[src/rtl/spi_arbiter_ctrl.sv]
// Round-robin arbiter that shares one SPI master between N_REQ requesters.
// Latches the winner's byte/mode/slave, drives slave select, and reports completion or timeout.
module spi_arbiter_ctrl #(
  parameter int unsigned N_REQ   = 4,
  parameter int unsigned N_SS    = 2,
  parameter int unsigned TIMEOUT = 1024,
  parameter int unsigned GAP_CYC = 4,
  localparam int unsigned SlvW   = (N_SS > 1) ? $clog2(N_SS) : 1
) (
  input  logic                    clk,
  input  logic                    rst,
  input  logic [N_REQ-1:0]        req,
  input  logic [8*N_REQ-1:0]      req_data,
  input  logic [2*N_REQ-1:0]      req_mode,
  input  logic [N_REQ*SlvW-1:0]   req_slave,
  output logic [N_REQ-1:0]        ack,
  output logic [7:0]              rsp_data,
  output logic                    rsp_err,
  output logic                    spi_start,
  output logic [7:0]              spi_data,
  output logic                    spi_ckp,
  output logic                    spi_cph,
  input  logic                    spi_done,
  input  logic [7:0]              spi_rx,
  output logic [N_SS-1:0]         ss_n
);

  localparam int unsigned IdxW    = (N_REQ > 1) ? $clog2(N_REQ) : 1;
  localparam int unsigned CntMax  = (TIMEOUT > GAP_CYC) ? TIMEOUT : GAP_CYC;
  localparam int unsigned CntW    = $clog2(CntMax + 1);
  localparam int unsigned TmoLast = (TIMEOUT == 0) ? 0 : TIMEOUT - 1;
  localparam int unsigned GapLast = (GAP_CYC == 0) ? 0 : GAP_CYC - 1;

  typedef enum logic [2:0] {StIdle, StGrant, StStart, StBusy, StResp, StGap} state_e;

  state_e            state_q, state_d;
  logic [CntW-1:0]   cnt_q, cnt_d;
  logic [IdxW-1:0]   last_q, last_d;
  logic [IdxW-1:0]   win_q, win_d;
  logic [7:0]        data_q, data_d;
  logic              ckp_q, ckp_d;
  logic              cph_q, cph_d;
  logic [SlvW-1:0]   slv_q, slv_d;
  logic              slv_ok_q, slv_ok_d;
  logic [7:0]        rsp_data_q, rsp_data_d;
  logic              rsp_err_q, rsp_err_d;

  logic              rr_found;
  logic [IdxW-1:0]   rr_win;
  int unsigned       rr_idx;
  logic [SlvW-1:0]   slv_sel;

  // Round-robin search starting one past the previous winner.
  always_comb begin
    rr_found = 1'b0;
    rr_win   = '0;
    rr_idx   = 0;
    for (int unsigned k = 0; k < N_REQ; k++) begin
      rr_idx = (32'(last_q) + 1 + k) % N_REQ;
      if (!rr_found && req[rr_idx[IdxW-1:0]]) begin
        rr_found = 1'b1;
        rr_win   = rr_idx[IdxW-1:0];
      end
    end
  end

  assign slv_sel = req_slave[SlvW*rr_win +: SlvW];

  always_ff @(posedge clk) begin
    if (!rst) begin
      state_q    <= StIdle;
      cnt_q      <= '0;
      last_q     <= IdxW'(N_REQ - 1);
      win_q      <= '0;
      data_q     <= '0;
      ckp_q      <= 1'b0;
      cph_q      <= 1'b0;
      slv_q      <= '0;
      slv_ok_q   <= 1'b0;
      rsp_data_q <= '0;
      rsp_err_q  <= 1'b0;
    end else begin
      state_q    <= state_d;
      cnt_q      <= cnt_d;
      last_q     <= last_d;
      win_q      <= win_d;
      data_q     <= data_d;
      ckp_q      <= ckp_d;
      cph_q      <= cph_d;
      slv_q      <= slv_d;
      slv_ok_q   <= slv_ok_d;
      rsp_data_q <= rsp_data_d;
      rsp_err_q  <= rsp_err_d;
    end
  end

  always_comb begin
    state_d    = state_q;
    cnt_d      = cnt_q;
    last_d     = last_q;
    win_d      = win_q;
    data_d     = data_q;
    ckp_d      = ckp_q;
    cph_d      = cph_q;
    slv_d      = slv_q;
    slv_ok_d   = slv_ok_q;
    rsp_data_d = rsp_data_q;
    rsp_err_d  = rsp_err_q;
    unique case (state_q)
      StIdle: begin
        if (|req) state_d = StGrant;
      end
      StGrant: begin
        if (rr_found) begin
          win_d    = rr_win;
          data_d   = req_data[8*rr_win +: 8];
          ckp_d    = req_mode[2*rr_win + 1];
          cph_d    = req_mode[2*rr_win];
          slv_d    = slv_sel;
          slv_ok_d = (32'(slv_sel) < N_SS);
          state_d  = StStart;
        end else begin
          state_d = StIdle;
        end
      end
      StStart: begin
        cnt_d = '0;
        if (slv_ok_q) begin
          state_d = StBusy;
        end else begin
          // Unreachable slave: skip the transfer and report an error.
          rsp_data_d = 8'h00;
          rsp_err_d  = 1'b1;
          state_d    = StResp;
        end
      end
      StBusy: begin
        if (spi_done) begin
          rsp_data_d = spi_rx;
          rsp_err_d  = 1'b0;
          state_d    = StResp;
        end else if (cnt_q == CntW'(TmoLast)) begin
          rsp_data_d = 8'h00;
          rsp_err_d  = 1'b1;
          state_d    = StResp;
        end else begin
          cnt_d = cnt_q + 1'b1;
        end
      end
      StResp: begin
        last_d  = win_q;
        cnt_d   = '0;
        state_d = (GAP_CYC == 0) ? StIdle : StGap;
      end
      StGap: begin
        if (cnt_q == CntW'(GapLast)) begin
          cnt_d   = '0;
          state_d = StIdle;
        end else begin
          cnt_d = cnt_q + 1'b1;
        end
      end
      default: state_d = StIdle;
    endcase
  end

  always_comb begin
    ack       = '0;
    spi_start = 1'b0;
    ss_n      = '1;
    unique case (state_q)
      StStart: begin
        if (slv_ok_q) begin
          spi_start   = 1'b1;
          ss_n[slv_q] = 1'b0;
        end
      end
      StBusy: begin
        if (slv_ok_q) ss_n[slv_q] = 1'b0;
      end
      StResp:  ack[win_q] = 1'b1;
      default: ;
    endcase
  end

  assign rsp_data = rsp_data_q;
  assign rsp_err  = rsp_err_q;
  assign spi_data = data_q;
  assign spi_ckp  = ckp_q;
  assign spi_cph  = cph_q;

  a_ss_onehot: assert property (@(posedge clk) disable iff (!rst) $onehot0(~ss_n));
  a_ack_onehot: assert property (@(posedge clk) disable iff (!rst) $onehot0(ack));

endmodule

[config.mk]
export PLATFORM = sky130hd
export DESIGN_NAME = spi_arbiter_ctrl
export DESIGN_NICKNAME = d
export VERILOG_FILES = /design/src/rtl/spi_arbiter_ctrl.sv
export SDC_FILE = /design/constraint.sdc
export NUM_CORES = 1
export LEC_CHECK = 0
export CORE_ASPECT_RATIO = 1.4
export CORE_MARGIN = 8
export CORE_UTILIZATION = 47
export CTS_CLUSTER_DIAMETER = 120
export DETAILED_ROUTE_END_ITERATION = 6
export PLACE_DENSITY = 0.89
export SLEW_MARGIN = 10
export SYNTH_ARGS = -nofsm -noshare
export SYNTH_HDL_FRONTEND = slang
export SYNTH_SLANG_ARGS = --single-unit
[constraint.sdc]
create_clock -name clk -period 2.7 [get_ports clk]
set_input_delay 0.54 -clock clk [delete_from_list [all_inputs] [get_ports clk]]
set_output_delay 0.54 -clock clk [all_outputs]
set_load 0.01 [all_outputs]
## Word level (Yosys, flattened, before mapping)

Cells that the tools add are included.
Widths: inputs -> output; s select.

| storage, ports and cells | value |
|---|---|
| register bits after elaboration | 39 |
| output and inout bits | 26 |
| input port bits | 59 |

| operators by class | value |
|---|---|
| $lt $le $gt $ge | 10 |
| equal/unequal tests | 13 |
| shift operators | 2 |
| reduce and logical (&&, ||, !) cells | 18 |
| mux-type cells | 48 |
| add/subtract/negate cells | 6 |
| bitwise gates (word level) | 1 |

Operators with widths:

| cell | count |
|---|---|
| $mux 11 | 3 |
| $pmux 11 s3 | 1 |
| $shiftx 32x6->8 | 1 |
| $mux 8 | 3 |
| $pmux 3 s6 | 1 |
| $mux 1 | 17 |
| $pmux 8 s2 | 1 |
| $lt 2x3->1 const B | 5 |
| $mux 3 | 5 |
| $mux 2 | 7 |
| $add 11x1->11 const B | 1 |
| $eq 11x10->1 const B | 1 |
| $eq 11x2->1 const B | 1 |
| $bmux 1 s2 | 5 |
| $ne 2x2->1 const B | 5 |
| $reduce_and 3->1 | 3 |
| $eq 3x2->1 const B | 2 |
| $eq 3x3->1 const B | 2 |
| $logic_and 1x1->1 | 5 |
| $add 2x1->2 const B | 2 |
| $add 2x2->2 const B | 2 |
| $add 3x1->4 const B | 1 |
| $lt 3x4->1 const B | 1 |
| $lt 4x4->1 const B | 1 |
| other kinds (19) | 22 |

## Depth between registers and ports, before layout

| depth | value |
|---|---|
| depth after elaboration | 16 |
| gate-level depth with buffers | 7 |
| depth with buffers taken out | 6 |

## Worst setup path after synthesis

OpenSTA, ideal clock, no wires.

| timing path | value |
|---|---|
| path kind | input port to flip-flop |
| from | input port req[3] |
| to | register data_q[0], in the netlist spi_data[0] |
| slack | 0.924 ns |
| cell stages on the path | 6 |
| data required time | 2.572 ns |
| data arrival time | 1.648 ns |
| buffers on the path | 1 |
| cell sequence | or4_1 nand3_1 nor3_1 clkbuf_1 o21ai_0 o211ai_1 |

| between the ends | value |
|---|---|
| longest elaborated chain between the ends | 13 |

Ends and longest elaborated chain:

| what | RTL line | RTL |
|---|---|---|
| start, declared | 12 | `input logic [N_REQ-1:0] req,` |
| $bmux 1 s2 | 60 | `if (!rr_found && req[rr_idx[IdxW-1:0]]) begin` |
| $mux 1 (implied by the code) | 60 |  |
| $mux 1 | 60 |  |
| $logic_not 1->1 | 60 |  |
| $logic_and 1x1->1 | 60 |  |
| $mux 1 | 60 |  |
| $logic_not 1->1 | 60 |  |
| $logic_and 1x1->1 | 60 |  |
| $mux 1 | 60 |  |
| $logic_not 1->1 | 60 |  |
| $logic_and 1x1->1 | 60 |  |
| $mux 2 or $mux 1 (tied branches) | 60 |  |
| $shiftx 32x6->8 or $reduce_and 2->1 (tied branches) | -- |  |
| end signal, assigned | 87 | `data_q <= data_d;` |
| end, declared | 40 | `logic [7:0] data_q, data_d;` |

Several ways; a longest one is shown, not always the timed one. The select of a mux whose other input is x is not followed.
A chain may end at the register's enable or synchronous reset.

## Final worst setup path

| timing path | value |
|---|---|
| from | register state_q[1] |
| to | output port ack[1] |

| between the ends | value |
|---|---|
| longest elaborated chain between the ends | 2 |

Ends and longest elaborated chain:

| what | RTL line | RTL |
|---|---|---|
| start, declared | 36 | `state_e state_q, state_d;` |
| start signal, assigned | 71 | `state_q <= StIdle;` |
| start signal, assigned | 83 | `state_q <= state_d;` |
| $eq 3x3->1 | 171 | `unique case (state_q)` |
| $mux 4 | 171 |  |
| end, declared | 16 | `output logic [N_REQ-1:0] ack,` |

No other way between the ends.

==> flow_summary.yaml <==
cells_and_area:
  fin_nets: 387
  post-route-util: 0.696
  layout-drive-gt1-share: 0.0612
  stdcell_area_mm2: 0.00310
  fillCellCount: 371
  syn2layout_area_growth_pct: 45.6
  fin_cells: 389
  diodes: 0
logic_synthesis:
  synth_area_per_cell_um2: 8.77
  ys_seq_area_frac: 0.366
  syn_inst: 243
  yosysTopAreaCell: "dfxtp_1"
  synthFlopType: "dfxtp_1"
  async_flop_share: 0
  synth_seq_cells: 39
  synth_cell_type_count: 46
  synthXorXnorAreaFrac: 0.0370
  synth_most_common_cell: "dfxtp_1"
  yosys.area.top_type_share: 0.366
  yosys-top-cells-area: "dfxtp_1 (37%), mux2i_1 (6.1%), nand3_1 (4.5%)"
  synth-compound-area-share: 0.267
  synth_area_mm2: 0.00213
  yosys.area_share.simple: 0.212
  muxShareOfSynthArea: 0.0610
  synthTopCellsByCount: "dfxtp_1 (39), nand3_1 (19), nor2_1 (18), o21ai_0 (18), and3_1 (14)"
  synth_edf_count: 0
  synth_nets: 304
  yosysWarningCount: 0
  synthAdderAreaFrac: 0.0117
  synth_top_family_by_area: "compound AO/OA/AOI/OAI gates"
sta:
  finalCritPeriodShare: 0.918
  finalSetupViolations: 0
  slew_viol_final: 0
  tightest_slew_ns: 1.01
  final.min_clock_period_ns: 2.48
  slew_headroom: 0.323
  finalClockSkew_ns: 0.0107
  grt_setup_unrepaired: "no"
  tns_ns: 0
  clock.fmax_mhz: 403
  hold_viol_final: 0
placement:
  gp_congestion: 0.888
  placed_cell_area_mm2: 0.00302
  post-dp-hpwl_um: 4970
  io_buffers: 84
  dp_cells: 381
worst_setup_path:
  crit_arrival_ns: 1.94
  end_kind: "primary output"
  cp_max_fo: 8
  start_kind: "flip-flop"
  worstSetupPathType: "flip-flop to primary output"
  crit_required_ns: 2.16
die:
  core_mm2: 0.00446
  die_y_um: 95.7
  dieArea_mm2: 0.00698
  die-width_um: 72.9
  row_count: 29
  start_util: 0.478
  boundaryPins: 85
grt:
  gr-usage-all-layers: 0.183
  antenna_found_initial: 0
  grt_start_max_net_pins: 25
  overflow: 0
  grt_pass1_wl_um: 10200
  grt_pass1_vias: 2271
detailed_routing:
  drc: 0
  antenna_left: 0
  first_pass_iters: 4
  num_vias: 2227
  wl_per_cell_um: 16.0
  avgViaCountPerCell: 5.72
  drt_wl_total_um: 6210
  dr.first_iter.drc_count: 113
power:
  powerDensity_mw_per_mm2: 478
  peakVddDrop_mv: 0.350
  leakage_nw: 1.14
cts:
  numCtsBuffers: 5
  ctsRootBufferMaster: "clkbuf_8"
  cts_setup_buffers: 0
  cts_tree: "done"
  postCtsHoldBufs: 0
  clk_path_buf_depth: 2
  cts_max_level: 2
  path_clk_slew_ns: 0.07
  insertion_delay_ns: 0.29
  cts.sinks: 39
  ctsResizeCount: 0
flow_run:
  maxCapViolCount: 0
run_status:
  run_status: "completed"
worst_hold_path:
  hp-class: "flip-flop to flip-flop"
-- cells in the final DEF (no fill, tap or decap), types with 3 or more instances in the layout --
| cell | instances |
|---|---|
| a21boi_0 | 12 |
| a21oi_1 | 9 |
| a32o_1 | 8 |
| and3_1 | 14 |
| buf_4 | 7 |
| clkbuf_8 | 5 |
| clkdlybuf4s50_1 | 84 |
| dfxtp_1 | 39 |
| inv_1 | 4 |
| mux2i_1 | 13 |
| nand2_1 | 7 |
| nand2b_1 | 3 |
| nand3_1 | 19 |
| nor2_1 | 18 |
| nor2b_1 | 3 |
| nor3_1 | 4 |
| nor4_1 | 4 |
| o2111ai_1 | 3 |
| o211ai_1 | 12 |
| o21ai_0 | 18 |
| xnor2_1 | 3 |
| xor2_1 | 6 |
-- flip-flops by register name, summed over array words and instances, names as in the netlist, 2 cells and up --
name and count:
cnt_q 11, rsp_data 8, state_q 3, last_q 2, win_q 2, spi_data 8
-- report_power, final --
| part | switching [mW] | internal, mW | total (mW) |
|---|---|---|---|
| clock | 0.188 | 0.181 | 0.369 |
| sequential | 0.0545 | 0.627 | 0.681 |
| combinational | 0.201 | 0.231 | 0.432 |
-- final cells by class --
cell class / instances / area, um^2 / share of cell area
Clock inverter: 1 / 5.00 / 0.00161
Inverter: 4 / 15.0 / 0.00484
Sequential cell: 39 / 781 / 0.252
Multi-Input combinational cell: 185 / 1260 / 0.405
Timing Repair Buffer: 91 / 893 / 0.288
Clock buffer: 7 / 76.3 / 0.0246
Tap cell: 62 / 77.6 / 0.0250
-- worst max-delay path: stages, from the launching register on --
cell and delay, ns:
dfxtp_1 0.38, nand2b_1 0.27, nor2_1 0.26, nand2_1 0.08
nor2_1 0.10, clkdlybuf4s50_1 0.56
-- per-stage QoR --
stage / power (mW) / setup slack (ns) / hold WS (ns)
2_1_floorplan: 0.918 / 0.924 / 0.468
3_3_place_gp: 1.11 / 0.210 / 0.445
3_5_place_dp: 1.12 / 0.0382 / 0.453
4_1_cts: 1.49 / 0.207 / 0.464
5_1_grt: 1.57 / 0.121 / 0.485
6_report: 1.48 / 0.221 / 0.461
-- path summary, 6_finish.rpt --
check,end,cells past startpoint,slack (ns),startpoint
hold reg to reg,rsp_err$_SDFFE_PN0P_,2,0.46,rsp_err$_SDFFE_PN0P_
setup / recovery,ack[1],5,0.22,state_q[1]$_SDFFE_PN0P_
setup reg to reg,spi_data[4]$_SDFFE_PN0P_,5,0.58,last_q[1]$_SDFFE_PN1P_
hold / removal,rsp_err$_SDFFE_PN0P_,2,0.46,rsp_err$_SDFFE_PN0P_
-- cells by family after synthesis --
| group | count (synthesis) |
|---|---|
| xor+xnor | 9 |
| compound gates | 76 |
| buf+inv | 19 |
| simple gates | 85 |
| flops | 39 |
| fa+ha+maj | 2 |
| mux | 13 |
-- layer usage --
metal  up-vias  global-route usage  share of wire
li1       1081                   -              -
met1      1046               0.193           0.39
met2        85               0.320           0.51
met3        15              0.0719          0.078
met4         0              0.0670          0.022
met5         -                   0              0
No activity file was read; power rests on OpenSTA's default activity.
